## src/rtl/fib_arb.sv

```systemverilog
`default_nettype none
// ============================================================================
//  Module   : fib_arb
//  Purpose  : Round-robin arbiter that shares one Fibonacci engine between
//             N_REQ requesters. It issues a start pulse, waits for the engine
//             (with a timeout), and returns a one-cycle response strobe to
//             the requester that owns the engine.
//  Revision : 1.0  initial release
// ============================================================================
module fib_arb #(
  parameter int N_REQ   = 4,
  parameter int TIMEOUT = 64
) (
  input  logic                 clk,
  input  logic                 rst,
  input  logic [N_REQ-1:0]     req,
  input  logic [5*N_REQ-1:0]   req_i,
  output logic [N_REQ-1:0]     gnt,
  output logic [N_REQ-1:0]     rsp_valid,
  output logic [19:0]          rsp_result,
  output logic                 rsp_err,
  output logic                 busy,
  output logic                 eng_start,
  output logic [4:0]           eng_i,
  input  logic                 eng_done,
  input  logic [19:0]          eng_result
);

  // --------------------------------------------------------------------------
  // Constants
  // --------------------------------------------------------------------------
  localparam int IDXW = (N_REQ > 1) ? $clog2(N_REQ) : 1;
  // Counter is one bit wider than needed for TIMEOUT-1 so the increment
  // can never wrap while still in WAIT.
  localparam int CNTW = $clog2(TIMEOUT) + 1;
  localparam logic [IDXW-1:0] LAST_RST = IDXW'(N_REQ - 1);

  localparam logic [1:0] S_IDLE  = 2'd0;
  localparam logic [1:0] S_ISSUE = 2'd1;
  localparam logic [1:0] S_WAIT  = 2'd2;
  localparam logic [1:0] S_RESP  = 2'd3;

  // --------------------------------------------------------------------------
  // State and registered outputs
  // --------------------------------------------------------------------------
  logic [1:0]       state_q,      state_d;
  logic [N_REQ-1:0] gnt_q,        gnt_d;
  logic [IDXW-1:0]  owner_q,      owner_d;
  logic [IDXW-1:0]  last_gnt_q,   last_gnt_d;
  logic [N_REQ-1:0] mask_q,       mask_d;
  logic [CNTW-1:0]  cnt_q,        cnt_d;
  logic [4:0]       eng_i_q,      eng_i_d;
  logic             eng_start_q,  eng_start_d;
  logic [N_REQ-1:0] rsp_valid_q,  rsp_valid_d;
  logic [19:0]      rsp_result_q, rsp_result_d;
  logic             rsp_err_q,    rsp_err_d;
  logic             busy_q,       busy_d;

  // --------------------------------------------------------------------------
  // Combinational helpers
  // --------------------------------------------------------------------------
  logic [4:0]       slice_arr [N_REQ];
  logic [N_REQ-1:0] req_eff;
  logic             win_found;
  logic [IDXW-1:0]  win_idx;
  logic [IDXW-1:0]  cand_idx;
  int               cand;
  logic             done_ok;
  logic             timeout_hit;

  // Unpack the flat index bus into one 5-bit index per requester.
  for (genvar g = 0; g < N_REQ; g++) begin : g_slice
    assign slice_arr[g] = req_i[5*g +: 5];
  end

  // The requester served last is excluded for exactly one IDLE cycle.
  assign req_eff = req & ~mask_q;

  // A done in the first WAIT cycle (count 0) may be left over from the
  // previous operation, so it only counts from the second cycle on.
  assign done_ok     = (state_q == S_WAIT) && eng_done && (cnt_q != '0);
  assign timeout_hit = (state_q == S_WAIT) && (cnt_q == CNTW'(TIMEOUT - 1));

  // Round-robin search starting one past the last served requester.
  always_comb begin
    win_found = 1'b0;
    win_idx   = '0;
    cand      = 0;
    cand_idx  = '0;
    for (int i = 1; i <= N_REQ; i++) begin
      cand     = (int'(last_gnt_q) + i) % N_REQ;
      cand_idx = IDXW'(cand);
      if (!win_found && req_eff[cand_idx]) begin
        win_found = 1'b1;
        win_idx   = cand_idx;
      end
    end
  end

  // State register plus all registered outputs and datapath state.
  always_ff @(posedge clk) begin
    if (rst) begin
      state_q      <= S_IDLE;
      gnt_q        <= '0;
      owner_q      <= '0;
      last_gnt_q   <= LAST_RST;
      mask_q       <= '0;
      cnt_q        <= '0;
      eng_i_q      <= '0;
      eng_start_q  <= 1'b0;
      rsp_valid_q  <= '0;
      rsp_result_q <= '0;
      rsp_err_q    <= 1'b0;
      busy_q       <= 1'b0;
    end else begin
      state_q      <= state_d;
      gnt_q        <= gnt_d;
      owner_q      <= owner_d;
      last_gnt_q   <= last_gnt_d;
      mask_q       <= mask_d;
      cnt_q        <= cnt_d;
      eng_i_q      <= eng_i_d;
      eng_start_q  <= eng_start_d;
      rsp_valid_q  <= rsp_valid_d;
      rsp_result_q <= rsp_result_d;
      rsp_err_q    <= rsp_err_d;
      busy_q       <= busy_d;
    end
  end

  // Next-state logic.
  always_comb begin
    state_d = state_q;
    case (state_q)
      S_IDLE:  if (win_found) state_d = S_ISSUE;
      S_ISSUE: state_d = S_WAIT;
      S_WAIT:  if (done_ok || timeout_hit) state_d = S_RESP;
      S_RESP:  state_d = S_IDLE;
      default: state_d = S_IDLE;
    endcase
  end

  // Next values of the registered outputs and datapath.
  always_comb begin
    gnt_d        = gnt_q;
    owner_d      = owner_q;
    last_gnt_d   = last_gnt_q;
    mask_d       = '0;
    cnt_d        = cnt_q;
    eng_i_d      = eng_i_q;
    eng_start_d  = 1'b0;
    rsp_valid_d  = '0;
    rsp_result_d = rsp_result_q;
    rsp_err_d    = rsp_err_q;
    busy_d       = (state_d != S_IDLE);
    case (state_q)
      S_IDLE: begin
        if (win_found) begin
          gnt_d       = N_REQ'(1) << win_idx;
          owner_d     = win_idx;
          eng_i_d     = slice_arr[win_idx];
          eng_start_d = 1'b1;
        end
      end
      S_ISSUE: begin
        cnt_d = '0;
      end
      S_WAIT: begin
        cnt_d = cnt_q + CNTW'(1);
        // A qualifying done takes priority over a simultaneous timeout.
        if (done_ok) begin
          rsp_result_d = eng_result;
          rsp_err_d    = 1'b0;
          rsp_valid_d  = gnt_q;
        end else if (timeout_hit) begin
          rsp_result_d = '0;
          rsp_err_d    = 1'b1;
          rsp_valid_d  = gnt_q;
        end
      end
      S_RESP: begin
        gnt_d      = '0;
        last_gnt_d = owner_q;
        mask_d     = gnt_q;
      end
      default: ;
    endcase
  end

  assign gnt        = gnt_q;
  assign rsp_valid  = rsp_valid_q;
  assign rsp_result = rsp_result_q;
  assign rsp_err    = rsp_err_q;
  assign busy       = busy_q;
  assign eng_start  = eng_start_q;
  assign eng_i      = eng_i_q;

endmodule
`default_nettype wire
```

## config.mk

```make
export PLATFORM = sky130hd
export DESIGN_NAME = fib_arb
export DESIGN_NICKNAME = d
export VERILOG_FILES = /design/src/rtl/fib_arb.sv
export SDC_FILE = /design/constraint.sdc
export NUM_CORES = 1
export LEC_CHECK = 0
export BUFFER_PORTS_ARGS = -buffer_cell sky130_fd_sc_hd__buf_2
export CORE_MARGIN = 10
export CORE_UTILIZATION = 52
export CTS_CLUSTER_SIZE = 30
export DETAILED_ROUTE_END_ITERATION = 16
export GPL_TIMING_DRIVEN = 0
export MAX_ROUTING_LAYER = met4
export PLACE_DENSITY = 0.91
export SYNTH_ARGS = -nofsm -noshare
export SYNTH_HDL_FRONTEND = slang
export SYNTH_SLANG_ARGS = --single-unit
```

## constraint.sdc

```tcl
create_clock -name clk -period 4.15 [get_ports clk]
set_input_delay 0 -clock clk [delete_from_list [all_inputs] [get_ports clk]]
set_output_delay 0 -clock clk [all_outputs]
set_load 0.05 [all_outputs]
```

=== Word level (Yosys, flattened, before mapping) ===
Cells that the tools add are included.

* Register bits: 53
* Latch bits: 0
* Bits in writable memories: 0
* Memory bits (read-only): 0
* Bits of input ports: 47
* Word-level logic and storage cells: 88
* Memories: 0

* Add/sub/neg operators: 5
* Multiply operators: 0
* Divide/modulo/power cells: 0
* Magnitude comparators: 5
* Equality and inequality tests: 5
* Shift operators: 1
* Muxes and demuxes: 32
* Bitwise operators: 6
* Reductions and logical operators: 22

{| class="wikitable"
|+ Operators with widths
! cell !! number
|-
| two-way mux 20 bit || 2
|-
| one-hot mux 7 bit (2 select lines) || 1
|-
| < comparator 2 x 3 -> 1 bit, second input constant || 4
|-
| two-way mux 2 bit || 6
|-
| two-way mux 4 bit || 3
|-
| two-way mux 1 bit || 11
|-
| binary-select mux 5 bit (select 2 bit) || 1
|-
| two-way mux 5 bit || 2
|-
| binary-select mux 1 bit (select 2 bit) || 4
|-
| one-hot mux 2 bit (4 select lines) || 1
|-
| one-hot mux 4 bit (2 select lines) || 1
|-
| nonzero test 2 bit || 4
|-
| adder 7 x 1 -> 7 bit, second input constant || 1
|-
| equality test 7 x 6 -> 1 bit, second input constant || 1
|-
| nonzero test 7 bit || 1
|-
| logical AND 1 bit || 6
|-
| AND reduction 2 bit || 3
|-
| OR reduction 2 bit || 3
|-
| adder 2 x 1 -> 2 bit, second input constant || 2
|-
| adder 2 bit, second input constant || 2
|-
| AND 4 bit || 1
|-
| equality test 2 bit, second input constant || 2
|-
| NOT 4 bit || 1
|-
| left shift 1 x 2 -> 4 bit, first input constant || 1
|-
| 8 further kinds || 12
|}

=== Logic depth before layout (Yosys ltp) ===
* Word-level depth: 18
* Gate-level depth with buffers: 8

=== Worst setup path before layout ===
OpenSTA, ideal clock, no wires.

* Path kind: reg2reg
* From: register cnt_q[0]
* To: register busy_q, in the netlist busy
* Arrival: 1783 ps
* Path slack: 2248 ps
* Cell stages (with the launch flop): 8
* Cell sequence: dfxtp_1 -> inv_1 -> ha_1 -> or4b_1 -> o31a_1 -> or4_1 -> o221ai_2 -> a21oi_2

* Longest elaborated chain between the ends: 6
* Elaborated cells on any way between the ends: 8
* Those cells by class: 1 x eq/ne; 2 x mux; 5 x reduce/logical

{| class="wikitable"
|+ Ends and longest elaborated chain
! item !! RTL line !! source
|-
| start: declaration || 51 || <nowiki>logic [CNTW-1:0] cnt_q, cnt_d;</nowiki>
|-
| start signal: assignment || 121 || <nowiki>cnt_q <= cnt_d;</nowiki>
|-
| equality test 7 x 6 -> 1 bit / nonzero test 7 bit (equally long branches) || 82, 81 ||
|-
| logical AND 1 bit, on equally long branches || 82, 81 ||
|-
| logical OR 1 bit (*) || 137 || <nowiki>S_WAIT: if (done_ok || timeout_hit) state_d = S_RESP;</nowiki>
|-
| two-way mux 2 bit (*) || 137 ||
|-
| one-hot mux 2 bit (4 select lines) (*) || 134 || <nowiki>case (state_q)</nowiki>
|-
| nonzero test 2 bit (*) || 155 || <nowiki>busy_d = (state_d != S_IDLE);</nowiki>
|-
| end signal: assignment || 127 || <nowiki>busy_q <= busy_d;</nowiki>
|-
| end: declaration || 57 || <nowiki>logic busy_q, busy_d;</nowiki>
|}

Mark *: on every way between the ends. The rest lies on a longest branch, timed or not.
A chain may end at the register's enable or synchronous reset.

=== Worst setup path in the final report ===
* From: register mask_q[3]
* To: register eng_i_q[3], in the netlist eng_i[3]

* Longest elaborated chain between the ends: 18
* Elaborated cells on any way between the ends: 29
* Those cells by class: 19 x mux; 3 x bitwise; 7 x reduce/logical

{| class="wikitable"
|+ Ends and longest elaborated chain
! item !! RTL line !! source
|-
| start: declaration || 50 || <nowiki>logic [N_REQ-1:0] mask_q, mask_d;</nowiki>
|-
| start signal: assignment || 120 || <nowiki>mask_q <= mask_d;</nowiki>
|-
| NOT 4 bit (*) || 77 || <nowiki>assign req_eff = req & ~mask_q;</nowiki>
|-
| AND 4 bit (*) || 77 ||
|-
| binary-select mux 1 bit (select 2 bit) || 93 || <nowiki>if (!win_found && req_eff[cand_idx]) begin</nowiki>
|-
| two-way mux 1 bit (not written as such) || 93 ||
|-
| two-way mux 1 bit || 93 ||
|-
| zero test 1 bit || 93 ||
|-
| logical AND 1 bit || 93 ||
|-
| two-way mux 1 bit || 93 ||
|-
| zero test 1 bit || 93 ||
|-
| logical AND 1 bit || 93 ||
|-
| two-way mux 1 bit || 93 ||
|-
| zero test 1 bit || 93 ||
|-
| logical AND 1 bit || 93 ||
|-
| two-way mux 2 bit || 93 ||
|-
| NOT 2 -> 3 bit (not written as such) || 161 || <nowiki>eng_i_d = slice_arr[win_idx];</nowiki>
|-
| binary-select mux 5 bit (select 2 bit) || 161 ||
|-
| two-way mux 5 bit (not written as such) (2 in a row) || 161 ||
|-
| end signal: assignment || 122 || <nowiki>eng_i_q <= eng_i_d;</nowiki>
|-
| end: declaration || 52 || <nowiki>logic [4:0] eng_i_q, eng_i_d;</nowiki>
|}

Mark *: on every way between the ends. The rest lies on a longest branch, timed or not. The select of a mux whose other input is x is not followed.

==> results.cfg <==
[place]
place_congestion = 0.863
pre_cts_slack_ns = 2.11
port_buffers = 81
hpwl_um = 4720
place_inst = 363

[clock_tree]
clkTransAtPathRegs_ns = 0.10
post_cts_buffers = 0
clockRootBuffer = clkbuf_8
cts_sinks = 53
htreeDepth = 2
numCtsBuffers = 5
cts_tree = done
clk_latency_ns = 0.32
clockBufferDepth = 2

[critical_path]
startpoint = mask_q[3]$_SDFF_PP0_
r2r_setup_slack_ns = 1.51
cp_num_buf_inv = 2
crit_required_ns = 4.36
crit_fanout = 10
crit_arrival_ns = 2.85
start_kind = flip-flop
worst_path_dominant_cell_family = compound AO/OA/AOI/OAI gates
setup.worst_path.end_class = flip-flop
slowest_stage = a311oi_2
cpPeakStageDelay_ns = 0.61
cp.depth = 7
r2r_cells = 7
path_cells = nand2b_1, a21oi_1, a311oi_2, buf_6, mux2i_1, o221ai_1, dlygate4sd3_1
r2r_start = mask_q[3]$_SDFF_PP0_
path_class = reg -> reg

[synthesis]
yosysWarningCount = 0
syn-num-nets = 285
syn_inst = 232
async_reset_ff_share_pct = 0
syn_area_sq_um = 2260
yosys_most_used_dff = dfxtp_1
yosys-top-cells-area = dfxtp_1 (47%), a22oi_1 (6.3%), nor2_1 (5.1%)
synth_seq_area_share_pct = 46.9
synth_edf_count = 0
yosysMostFrequentCell = dfxtp_1
synth_top_cell_by_area = dfxtp_1
synth_commonest_cells = dfxtp_1 (53), nor2_1 (31), a22oi_1 (19)
ys_seq_elements = 53
netlist.area_leader.share_pct = 46.9
synth.avg_cell_area_sq_um = 9.76
synth_cell_types = 45

[route]
drt_first_pass_iters = 5
viasPerCell = 5.76
routedWlPerCell_um = 17.6
drc = 0
vias = 2286
ant_nets = 0
initialDrtViolationCount = 171
routed_wl_um = 7010

[power]
peakVddDrop_uv = 428
power.density_nw_per_um2 = 491
leakagePower_nw = 1.40
power_mw = 1.51

[sta]
setup_tns_ns = 0
rsz0062_at_grt = no
setup_viol = 0
hold_viol = 0
finalMaxSlewViolations = 0
postLayoutSetupSlackWorst_ns = 1.51
fin_crit_ns = 2.64
max_freq_mhz = 378
tightest_slew_ns = 0.731
maxSlewHeadroom_pct = 51.2
post-route-period-util_pct = 63.7
clock_skew_ns = 0.0139
whs_ns = 0.00874

[global_routing]
grt_pass1_vias = 2466
antenna_found_initial = 1
grt_usage_pct = 19.8
overflow = 0
grt_max_degree = 19
grt_pass1_wl_um = 11600

[final_layout]
fin_cells = 397
fin_nets = 398
drive_gt1_share_pct = 30.3
fill_cells = 279
syn2layout_area_growth_pct = 36.0

[min_path]
min_path_cells = 3
holdCritStartpoint = req_i[11]
hp-class = in -> reg

[floorplanning]
die-height_um = 86.0
start_util_pct = 55.0
io_pins = 83
die_w_um = 86.0
dieArea_sq_um = 7400
rows = 23
coreArea_sq_um = 4120

[job]
cap_violations = 0

[status]
outcome = complete, no violations
[final cells by class]
cell class	count	area (sq um)	area share [%]
Clock buffer	5	68.8	2.23
Sequential cell	53	1060	34.5
Inverter	8	30.0	0.975
Multi-Input combinational cell	161	1080	35.2
Tap cell	50	62.6	2.03
Buffer	10	88.8	2.89
Timing Repair Buffer	106	656	21.3
Clock inverter	3	25.0	0.813
Antenna cell	1	2.50	0.0813
[timing repair]
action / 4_1_cts / 5_1_grt
hold endpoints to repair: 23 / 0
hold buffers: 25 / 0
gates resized for setup: 0 / 0
[report_power, final]
part | internal, mW | switching (mW)
Sequential | 0.574 | 0.0431
Clock | 0.122 | 0.179
Combinational | 0.198 | 0.396
Total | 0.894 | 0.618
[logic make-up (layout without fill, tap and decap cells)]
logic type / after synthesis / after routing / share of synthesized area [%]
flip-flops: 53 / 53 / 46.9
other: 0 / 1 / 0
AO/OA/AOI/OAI: 55 / 55 / 18.6
multiplexers: 10 / 10 / 4.42
buffers and inverters: 18 / 132 / 5.25
adder cells (fa/ha/maj): 6 / 6 / 3.31
XOR/XNOR: 3 / 3 / 1.16
AND/OR/NAND/NOR: 87 / 87 / 20.4
[path summary, 6_finish.rpt]
check | end
worst max-delay path | eng_i[3]$_SDFFE_PP0P_
worst min-delay path | eng_i[1]$_SDFFE_PP0P_
worst max register to register | eng_i[3]$_SDFFE_PP0P_
worst min register to register | last_gnt_q[1]$_SDFFE_PP1P_
[per-stage QoR]
step / util (%) / cell area (sq um)
global placement: 66.4 / 2730
detailed placement: 66.4 / 2730
global route: 74.8 / 3080
CTS: 74.8 / 3080
floorplan: - / 2260
finish: 74.8 / 3080
[tightest hold or removal path: stages]
cell and delay, ns:
buf_2 0.08, mux2i_1 0.05, o221ai_1 0.16
[layout by cell type (no fill, tap or decap), types with 2 or more instances in the layout]
master	count
or3_1	2
and2_1	4
mux2i_1	10
nand2b_1	3
a21oi_1	11
or2b_2	2
nand2_1	14
buf_6	5
dfxtp_1	53
nor2b_1	5
ha_1	6
or4_1	2
clkbuf_8	6
o221ai_1	5
nand4_1	6
a22oi_1	19
nor2_1	31
dlygate4sd3_1	25
inv_1	8
nor3_1	2
o21ai_0	4
clkbuf_1	3
buf_2	81
a211o_1	2
nor3b_1	4
nand3b_1	7
xor2_1	3
[registers in the layout (all words and copies together), names as in the netlist, 2 cells and up]
name / cells
last_gnt_q: 2
gnt: 4
cnt_q: 7
rsp_result: 20
state_q: 2
rsp_valid: 4
mask_q: 4
eng_i: 5
owner_q: 2
[routing by layer]
layer  GRT usage, %  wire, um  vias up
met5              -         0        -
met4           12.6       335        0
met3           5.77       494       32
met2           34.2      3720      107
met1           18.9      2460     1080
li1               -         -     1067
No activity file was read; power rests on OpenSTA's default activity.
